### config.mk
export PLATFORM = sky130hd
export DESIGN_NAME = alu_seq_exec
export DESIGN_NICKNAME = d
export VERILOG_FILES = /design/src/rtl/alu_pkg.sv /design/src/rtl/alu_op_decode.sv /design/src/rtl/alu_seq_exec.sv
export SDC_FILE = /design/constraint.sdc
export NUM_CORES = 1
export LEC_CHECK = 0
export ABC_AREA = 1
export CORE_AREA = 5 5 200 202
export CTS_CLUSTER_SIZE = 24
export DETAILED_ROUTE_END_ITERATION = 12
export DIE_AREA = 0 0 205 207
export PLACE_DENSITY = 0.57
export SYNTH_ARGS = -nofsm -noshare
export SYNTH_HDL_FRONTEND = slang
export SYNTH_SLANG_ARGS = --single-unit
### constraint.sdc
create_clock -name clk -period 3.1 [get_ports clk]
set_clock_uncertainty 0.1 [all_clocks]
set_input_delay 0.465 -clock clk [delete_from_list [all_inputs] [get_ports clk]]
set_output_delay 0.465 -clock clk [all_outputs]
set_load 0.005 [all_outputs]
### src/rtl/alu_pkg.sv
// Shared ALUOp constants, operation and FSM state encodings for the execute stage.
// ALU_MUL_EN adds the MUL state used by the shift-add multiplier.
package alu_pkg;

    localparam logic [1:0] ALUOP_R    = 2'b00;
    localparam logic [1:0] ALUOP_I    = 2'b01;
    localparam logic [1:0] ALUOP_B    = 2'b10;
    localparam logic [1:0] ALUOP_ADDR = 2'b11;

    localparam logic [6:0] F7_BASE = 7'b0000000;
    localparam logic [6:0] F7_ALT  = 7'b0100000;
    localparam logic [6:0] F7_MUL  = 7'b0000001;

    typedef enum logic [3:0] {
        ALU_ADD, ALU_SUB, ALU_SLL, ALU_SLT, ALU_SLTU, ALU_XOR,
        ALU_SRL, ALU_SRA, ALU_OR, ALU_AND, ALU_MUL
    } alu_op_e;

`ifdef ALU_MUL_EN
    typedef enum logic [1:0] {ST_IDLE, ST_SHIFT, ST_MUL, ST_DONE} state_e;
`else
    typedef enum logic [1:0] {ST_IDLE, ST_SHIFT, ST_DONE} state_e;
`endif

    function automatic logic is_shift(alu_op_e op);
        return op inside {ALU_SLL, ALU_SRL, ALU_SRA};
    endfunction

endpackage

### src/rtl/alu_op_decode.sv
// Combinational ALU control: alu_op/func3/func7 -> operation and illegal flag.
// MUL encodings decode only when ALU_MUL_EN is defined.
module alu_op_decode
    import alu_pkg::*;
(
    input  logic [1:0] alu_op,
    input  logic [2:0] func3,
    input  logic [6:0] func7,
    output alu_op_e    op,
    output logic       illegal
);

    alu_op_e base;

    always_comb begin
        base = ALU_ADD;
        unique case (func3)
            3'b000:  base = ALU_ADD;
            3'b001:  base = ALU_SLL;
            3'b010:  base = ALU_SLT;
            3'b011:  base = ALU_SLTU;
            3'b100:  base = ALU_XOR;
            3'b101:  base = ALU_SRL;
            3'b110:  base = ALU_OR;
            default: base = ALU_AND;
        endcase
    end

    always_comb begin
        op      = base;
        illegal = 1'b0;
        unique case (alu_op)
            ALUOP_R: begin
                if (func7 == F7_ALT && func3 == 3'b000)
                    op = ALU_SUB;
                else if (func7 == F7_ALT && func3 == 3'b101)
                    op = ALU_SRA;
`ifdef ALU_MUL_EN
                else if (func7 == F7_MUL && func3 == 3'b000)
                    op = ALU_MUL;
`endif
                else if (func7 != F7_BASE)
                    illegal = 1'b1;
            end
            ALUOP_I: begin
                // Immediate high bits only matter where they encode shift type.
                if (func3 == 3'b001)
                    illegal = (func7 != F7_BASE);
                else if (func3 == 3'b101) begin
                    if (func7 == F7_ALT)
                        op = ALU_SRA;
                    else
                        illegal = (func7 != F7_BASE);
                end
            end
            ALUOP_B: begin
                op      = ALU_SUB;
                illegal = (func3[2:1] == 2'b01);
            end
            default: op = ALU_ADD;
        endcase
        if (illegal)
            op = ALU_ADD;
    end

endmodule

### src/rtl/alu_seq_exec.sv
// Multi-cycle execute stage: iterative shifter behind valid/ready handshakes.
// ALU_MUL_EN enables a 1-bit-per-cycle shift-add multiplier.
module alu_seq_exec
    import alu_pkg::*;
#(
    parameter int XLEN       = 32,
    parameter int SHIFT_STEP = 4
) (
    input  logic            clk,
    input  logic            rst,
    input  logic            in_valid,
    output logic            in_ready,
    input  logic [1:0]      alu_op,
    input  logic [2:0]      func3,
    input  logic [6:0]      func7,
    input  logic [XLEN-1:0] src_a,
    input  logic [XLEN-1:0] src_b,
    output logic            out_valid,
    input  logic            out_ready,
    output logic [XLEN-1:0] out_result,
    output logic            out_zero,
    output logic            out_lt,
    output logic            out_illegal,
    output logic            busy
);

    localparam int SW = $clog2(XLEN);
    localparam int CW = SW + 1;
    localparam logic [CW-1:0] STEP = CW'(SHIFT_STEP);

    state_e          state;
    alu_op_e         op_q;
    alu_op_e         dec_op;
    logic            dec_ill;
    logic [XLEN-1:0] acc;
    logic [XLEN-1:0] fast;
    logic [XLEN-1:0] shifted;
    logic [CW-1:0]   cnt;
    logic [CW-1:0]   step;
    logic [SW-1:0]   shamt;
    logic            accept;
    logic            lt_v;

    alu_op_decode u_dec (
        .alu_op  (alu_op),
        .func3   (func3),
        .func7   (func7),
        .op      (dec_op),
        .illegal (dec_ill)
    );

    assign shamt     = src_b[SW-1:0];
    assign in_ready  = (state == ST_IDLE) || (state == ST_DONE && out_ready);
    assign out_valid = (state == ST_DONE);
    assign busy      = (state != ST_IDLE);
    assign accept    = in_valid && in_ready;
    assign step      = (cnt > STEP) ? STEP : cnt;

    always_comb begin
        lt_v = 1'b0;
        if (alu_op == ALUOP_B && !dec_ill)
            lt_v = func3[1] ? (src_a < src_b)
                            : ($signed(src_a) < $signed(src_b));
    end

    // Shifts land here only with shamt == 0, so passing src_a through is exact.
    always_comb begin
        fast = src_a;
        unique case (dec_op)
            ALU_ADD:  fast = src_a + src_b;
            ALU_SUB:  fast = src_a - src_b;
            ALU_SLT:  fast = XLEN'($signed(src_a) < $signed(src_b));
            ALU_SLTU: fast = XLEN'(src_a < src_b);
            ALU_XOR:  fast = src_a ^ src_b;
            ALU_OR:   fast = src_a | src_b;
            ALU_AND:  fast = src_a & src_b;
            default:  fast = src_a;
        endcase
    end

    always_comb begin
        shifted = acc;
        unique case (op_q)
            ALU_SLL: shifted = acc << step;
            ALU_SRA: shifted = XLEN'($signed(acc) >>> step);
            default: shifted = acc >> step;
        endcase
    end

`ifdef ALU_MUL_EN
    logic [XLEN-1:0] opb;
    logic [XLEN-1:0] mul_sum;
    assign mul_sum = out_result + (opb[0] ? acc : '0);
`endif

    always_ff @(posedge clk) begin
        if (rst) begin
            state       <= ST_IDLE;
            op_q        <= ALU_ADD;
            acc         <= '0;
            cnt         <= '0;
            out_result  <= '0;
            out_zero    <= 1'b0;
            out_lt      <= 1'b0;
            out_illegal <= 1'b0;
`ifdef ALU_MUL_EN
            opb         <= '0;
`endif
        end else if (accept) begin
            op_q        <= dec_op;
            acc         <= src_a;
            out_illegal <= dec_ill;
            out_lt      <= lt_v;
`ifdef ALU_MUL_EN
            opb         <= src_b;
`endif
            if (dec_ill) begin
                out_result <= '0;
                out_zero   <= 1'b1;
                state      <= ST_DONE;
            end else if (is_shift(dec_op) && shamt != '0) begin
                cnt   <= CW'(shamt);
                state <= ST_SHIFT;
            end
`ifdef ALU_MUL_EN
            else if (dec_op == ALU_MUL) begin
                cnt        <= CW'(XLEN);
                out_result <= '0;
                state      <= ST_MUL;
            end
`endif
            else begin
                out_result <= fast;
                out_zero   <= (fast == '0);
                state      <= ST_DONE;
            end
        end else begin
            unique case (state)
                ST_SHIFT: begin
                    acc <= shifted;
                    cnt <= cnt - step;
                    if (cnt == step) begin
                        out_result <= shifted;
                        out_zero   <= (shifted == '0);
                        state      <= ST_DONE;
                    end
                end
`ifdef ALU_MUL_EN
                ST_MUL: begin
                    out_result <= mul_sum;
                    acc        <= acc << 1;
                    opb        <= opb >> 1;
                    cnt        <= cnt - CW'(1);
                    if (cnt == CW'(1)) begin
                        out_zero <= (mul_sum == '0);
                        state    <= ST_DONE;
                    end
                end
`endif
                ST_DONE: if (out_ready) state <= ST_IDLE;
                default: ;
            endcase
        end
    end

endmodule

[After elaboration in Yosys (flattened, before gate mapping)]
Index checks and enable logic that the tools add are counted.
Operators by class
  add/subtract/negate cells: 3
  bitwise gates (word level): 3
  equal/unequal tests: 29
  muxes and demuxes: 42
  magnitude comparators: 3
  shifts and indexed selects: 3
  reduce and logical (&&, ||, !) cells: 24
Operators with widths (number)
  2-to-1 mux 32 bit: 7
  case mux 32 bit (7 select lines): 1
  zero test 32 bit: 2
  less-than comparator 32 bit: 2
  case mux 32 bit (2 select lines): 1
  adder 32 bit: 1
  AND 32 bit: 1
  bitwise OR 32 bit: 1
  << shifter 32 x 6 -> 32 bit: 1
  >> shifter 32 x 6 -> 32 bit: 1
  >>> shifter 32 x 6 -> 32 bit: 1
  subtractor 32 bit: 1
  XOR 32 bit: 1
  2-to-1 mux 6 bit: 5
  case mux 4 bit (7 select lines): 1
  2-to-1 mux 4 bit: 6
  == test 4 x 3 -> 1 bit (second input constant): 5
  2-to-1 mux 1 bit: 13
  == test 4 x 2 -> 1 bit (second input constant): 3
  case mux 4 bit (3 select lines): 1
  2-to-1 mux 2 bit: 5
  == test 3 bit (second input constant): 3
  AND reduction 3 bit: 3
  == test 4 bit (second input constant): 2
  other kinds (25): 39
Word-level totals
  logic and storage cells: 115
  bits in registers: 79
  input bits: 80
  output and inout bits: 38

[Longest topological paths before layout]
  depth in word-level cells: 13
  mapped depth: 26
  mapped depth without buffers: 25

[Hierarchy]
A second synthesis with hierarchy kept.
Second synthesis, totals
  cells, all modules: 2440
  area, all modules: 12873.6 µm²
Modules (own cells, without submodules)
  alu_seq_exec: area an instance 12657.1 µm², seq. area each 1581.5 µm², cells each 2392, instances 1
  alu_op_decode: area an instance 216.5 µm², seq. area each 0.0 µm², cells each 48, instances 1

[Least setup slack after synthesis]
No wires, ideal clock.
  kind: input port to flip-flop
  from: in src_a[0]
  to: reg out_zero
  arrival time: 2.517 ns
  cell stages on the path: 25
  setup slack: 0.418 ns
  required time: 2.936 ns
  path buffers: 0
  path through: inv_1 > ha_1 > inv_1 > fa_1 > nand2_1 > nand2_1 > nand3_1 > nand2_1 > nand2_1 > nand2_1 > nand2_1 > nand2_1 > nand2_1 > nand3_1 > nand2_1 > nor2_1 > nor2_1 > nand2_1 > nor2_1 > nand2_1 > nor2_1 > nand3_1 > nor2_1 > nor2_1 > nor2_1
On the way
  word-level cells in the longest chain between the ends: 6
Ends and longest elaborated chain
  start: declaration: RTL line alu_seq_exec.sv:16  | input logic [XLEN-1:0] src_a,
  subtractor 32 bit (tied with other cells): RTL line alu_seq_exec.sv:71  | ALU_SUB: fast = src_a - src_b;
  case mux 32 bit (7 select lines) (*): RTL line alu_seq_exec.sv:69  | unique case (dec_op)
  zero test 32 bit (*): RTL line alu_seq_exec.sv:134  | out_zero <= (fast == '0);
  2-to-1 mux 1 bit (*): RTL line alu_seq_exec.sv:121  | end else if (is_shift(dec_op) && shamt != '0) begin
  2-to-1 mux 1 bit (*): RTL line alu_seq_exec.sv:117  | if (dec_ill) begin
  2-to-1 mux 1 bit (*): RTL line alu_seq_exec.sv:109  | end else if (accept) begin
  end signal: assignment: RTL line alu_seq_exec.sv:134
  end signal: assignment: RTL line alu_seq_exec.sv:144  | out_zero <= (shifted == '0);
  end: declaration: RTL line alu_seq_exec.sv:21  | output logic out_zero,
Every way passes the cells marked *; elsewhere a longest branch is shown, timed or not. The select of a mux whose other input is x is not followed.
A chain may end at the register's enable or synchronous reset.

[Worst setup path after layout]
  from: in src_a[30]
  to: reg out_result[31]
On the way
  word-level cells in the longest chain between the ends: 5
Ends and longest elaborated chain
  subtractor 32 bit or adder 32 bit (tied branches): RTL line alu_seq_exec.sv:71, alu_seq_exec.sv:70
  case mux 32 bit (7 select lines) (*): RTL line alu_seq_exec.sv:69
  2-to-1 mux 32 bit (*): RTL line alu_seq_exec.sv:121
  2-to-1 mux 32 bit (*): RTL line alu_seq_exec.sv:117
  2-to-1 mux 32 bit (*): RTL line alu_seq_exec.sv:109
  end signal: assignment: RTL line alu_seq_exec.sv:133  | out_result <= fast;
  end signal: assignment: RTL line alu_seq_exec.sv:143  | out_result <= shifted;
  end: declaration: RTL line alu_seq_exec.sv:20  | output logic [XLEN-1:0] out_result,
Marks and branches as above.

==> key figures <==
Timing
  – Final period util: 96.6%
  – Slew headroom: 61.0%
  – Final min period: 3.00 ns
  – Final hold vios: 0
  – Worst hold slack: 0.382 ns
  – RSZ-0062 raised after global routing: true
  – Worst-margin pin slew: 0.583 ns
  – Count of final max-slew check failures: 0
  – Fmax: 334 MHz
  – Setup Viol. Count Final: 0

Clock tree
  – CTS Buf Count: 9
  – # H-tree levels: 3
  – Clk slew on worst S/H paths: 0.06 ns
  – Clk_lat worst skew: 0.34 ns
  – Clock root buffer: clkbuf_16
  – CTS tree: yes
  – CTS Hold Bufs: 0
  – Clock tree buffer depth: 2
  – CTS Sinks: 79

Placement
  – Port Buffers: 117
  – Detailed placement HPWL: 55.8 mm
  – Final estimated routing congestion in global placement: 1.07
  – DP Area: 18300 µm²
  – Dpl cells: 3464

Floorplanning
  – Area of the die: 42400 µm²
  – I/O pin cnt: 118
  – Row count: 72
  – Die W: 205 µm
  – CORE AREA: 38100 µm²
  – Starting Density: 34.4%
  – Die height: 207 µm

Yosys
  – Syn Nets: 2624
  – Top_reg_cell synth: dfxtp_1
  – Post-synthesis simple-gate area fraction: 42.2%
  – Post-Syn Instances: 2445
  – Main combinational cell family by area after synthesis: simple AND/OR/NAND/NOR gates
  – Dominant cell type by area after synthesis: nand2_1
  – YS warnings: 0
  – Mean Syn Cell Area: 5.36 µm²
  – Netlist cell types: 59
  – Synth Cell Area: 13100 µm²
  – Post-synthesis compound-gate area fraction: 19.5%
  – Xor-xnor portion of the synthesized cell area: 1.74%
  – Sequential-to-total area share from yosys stat: 12.1%
  – Synth top area cells: nand2_1 20%, dfxtp_1 12%, nor2_1 9.6%, inv_1 9.6%, ha_1 9.3%
  – Adder-cell share of the synthesized area: 9.57%
  – EDFF count, synth: 0
  – Asr flop ratio synth: 0%
  – Yosys top cell area share: 19.8%
  – Yosys reg bits: 79
  – Mux share of post-synthesis cell area: 0.841%

Routing
  – DR vias/cell: 5.15
  – DR vias: 18200
  – Drt pass-1 iters: 6
  – Avg WL per Cell: 19.1 µm
  – Routed WL: 67.4 mm
  – Residual DRC: 0
  – DRT antenna net count: 0
  – Drt initial violations: 1453

Global route
  – M1 GR Usage: 40.7%
  – Met2 usage: 51.5%
  – First-pass GRT wire length: 101 mm
  – Pin count of the biggest net entering global routing: 66
  – Met3 usage: 2.02%
  – GRT Resource Usage Total: 30.1%
  – Busiest grt layer: met2
  – Vias in the first global route: 17700
  – Initial antenna violation count: 0
  – GRT overflow: 0

Setup path
  – CP arrival: 3.11 ns
  – Largest delay share family, worst path: buffers and inverters
  – Largest stage delay, worst path: 0.50 ns
  – Slowest cell on the critical path: clkdlybuf4s50_1
  – CP dominant cell by count: a21oi_1
  – Cell Chain, Critical Path: clkdlybuf4s50_1 > inv_1 > ha_4 > inv_2 > buf_4 > buf_4 > nor3_2 > a21oi_1 > o21a_1 > nand2_1 > a21oi_1 > a21oi_1 > o211ai_1 > buf_4 > o211ai_1 > a21oi_1
  – CP endpoint kind: register
  – CP required: 3.21 ns
  – Worst Setup Path Type: input port to register
  – Worst path bufs/invs: 6
  – Max FO, Critical Path: 5
  – CP Launch Type: input port

Power
  – Internal power: 4.20 mW
  – Logic pwr share: 70.0%
  – Seq pwr share: 16.8%
  – Switching Share: 48.5%
  – Clock share of power: 13.2%
  – NetSw: 3.96 mW
  – Leakage Power: 10.5 nW
  – Pwr Total: 8.16 mW
  – Peak supply drop: 0.305 mV
  – PD cells: 393 nW/µm²

Cells and area
  – Sequential cell area: 1580 µm²
  – Final Net Count: 3186
  – Finished Layout Cells: 3531
  – Finished layout cell area: 20700 µm²
  – Area occupied by multi-input gates: 11300 µm²
  – Fillers: 3967
  – Area Growth Syn to Fin: 58.4%
  – Share of layout cells above drive strength 1: 33.7%

Outcome
  – Status: finished, final reports clean

Flow run
  – Max-cap violations: 0

Worst hold path
  – Hold WC Path Type: register to register
[tightest hold or removal path, stage by stage, from the launching register on]
cell,delay (ns)
dfxtp_1,0.31
nand2_1,0.06
a21oi_1,0.06
[metal layers]
metal	up-vias	part of all wire, %
met5	-	0
met3	131	5.6
met2	609	47
met4	0	4.0
met1	8495	43
li1	8946	-
[synth_stat cells (3+ instances only)]
master	number
nand3_1	182
o21ai_0	177
a21oi_1	135
o21a_1	10
nor4_1	3
nor2_2	3
a31oi_1	36
o211ai_1	25
nor3_1	21
nor2_4	4
and2_1	3
inv_2	9
nor3_2	4
o21ai_2	4
nand2_1	690
inv_1	334
mux2i_1	11
a21oi_2	3
nand3b_1	15
clkinv_1	3
xor2_1	25
ha_1	97
o21ai_1	46
buf_6	9
nand4_1	24
nor2_1	336
nand2_2	9
dfxtp_1	79
buf_4	4
o21bai_1	8
buf_2	49
or2_2	14
clkbuf_1	41
[cell families (layout without fill, tap and decap cells)]
kind of cell | Yosys count | count (layout)
multiplexers | 11 | 11
XOR/XNOR | 26 | 26
AO/OA/AOI/OAI | 459 | 459
AND/OR/NAND/NOR | 1317 | 1317
other | 1 | 2
adder cells (fa/ha/maj) | 99 | 99
flip-flops | 79 | 79
buffers and inverters | 453 | 1020
[flip-flops by register name, indices dropped and copies added (netlist names)]
name / count
acc: 32
out_result: 32
cnt: 6
op_q: 4
state: 2
out_illegal: 1
out_lt: 1
out_zero: 1
[final cells by class]
type	count	area share [%]
clock inverter	6	0.338
antenna	1	0.0121
tap	518	3.13
timing repair buffer	657	26.8
multi-input combinational	1913	54.6
clock buffer	10	1.10
sequential	79	7.63
inverter	347	6.35
[placed cells by master, fill, tap and decap left out, types with 49 or more instances in the layout]
cell	n
a21oi_1	94
buf_4	501
clkdlybuf4s50_1	49
dfxtp_1	79
ha_1	53
inv_1	257
inv_2	82
nand2_1	609
nand2_2	77
nand3_1	153
nor2_1	259
nor2_2	49
o21ai_0	143
o21ai_1	67
[stage by stage]
stage / setup TNS [ns] / setup slack (ns) / utilization (%)
final: 0 / 0.105 / 54.4
after global routing: -0.0396 / -0.0396 / 54.4
after CTS: 0 / 0.00104 / 51.4
after detailed placement: -15.19 / -1.11 / 47.9
after global placement: -14.25 / -1.13 / 47.9
after floorplan: 0 / 0.418 / -
[what timing repair did]
item | CTS | global route
buffers inserted | 27 | 23
endpoints found under the hold margin | 0 | 0
pin swaps | 60 | 126
gates resized for setup | 285 | 355
setup endpoints to repair | 21 | 37
[final timing paths]
kind | from | end | slack, ns | cells past startpoint
worst max-delay path | src_a[30] | out_result[31] | 0.10 | 16
worst min-delay path | out_lt | out_lt | 0.38 | 2
worst max register to register | cnt[4] | out_zero | 0.21 | 19
worst min register to register | out_lt | out_lt | 0.38 | 2
[power by group through the flow]
| stage | Sequential, mW | Clock [mW] | Combinational (mW) |
|---|---|---|---|
| floorplan | 1.32 | 0 | 2.73 |
| global placement | 1.38 | 0 | 5.08 |
| detailed placement | 1.38 | 0 | 5.09 |
| CTS | 1.36 | 1.09 | 5.35 |
| global route | 1.39 | 1.13 | 6.18 |
| finish | 1.37 | 1.08 | 5.71 |
Power figures use the tool's default switching activity.
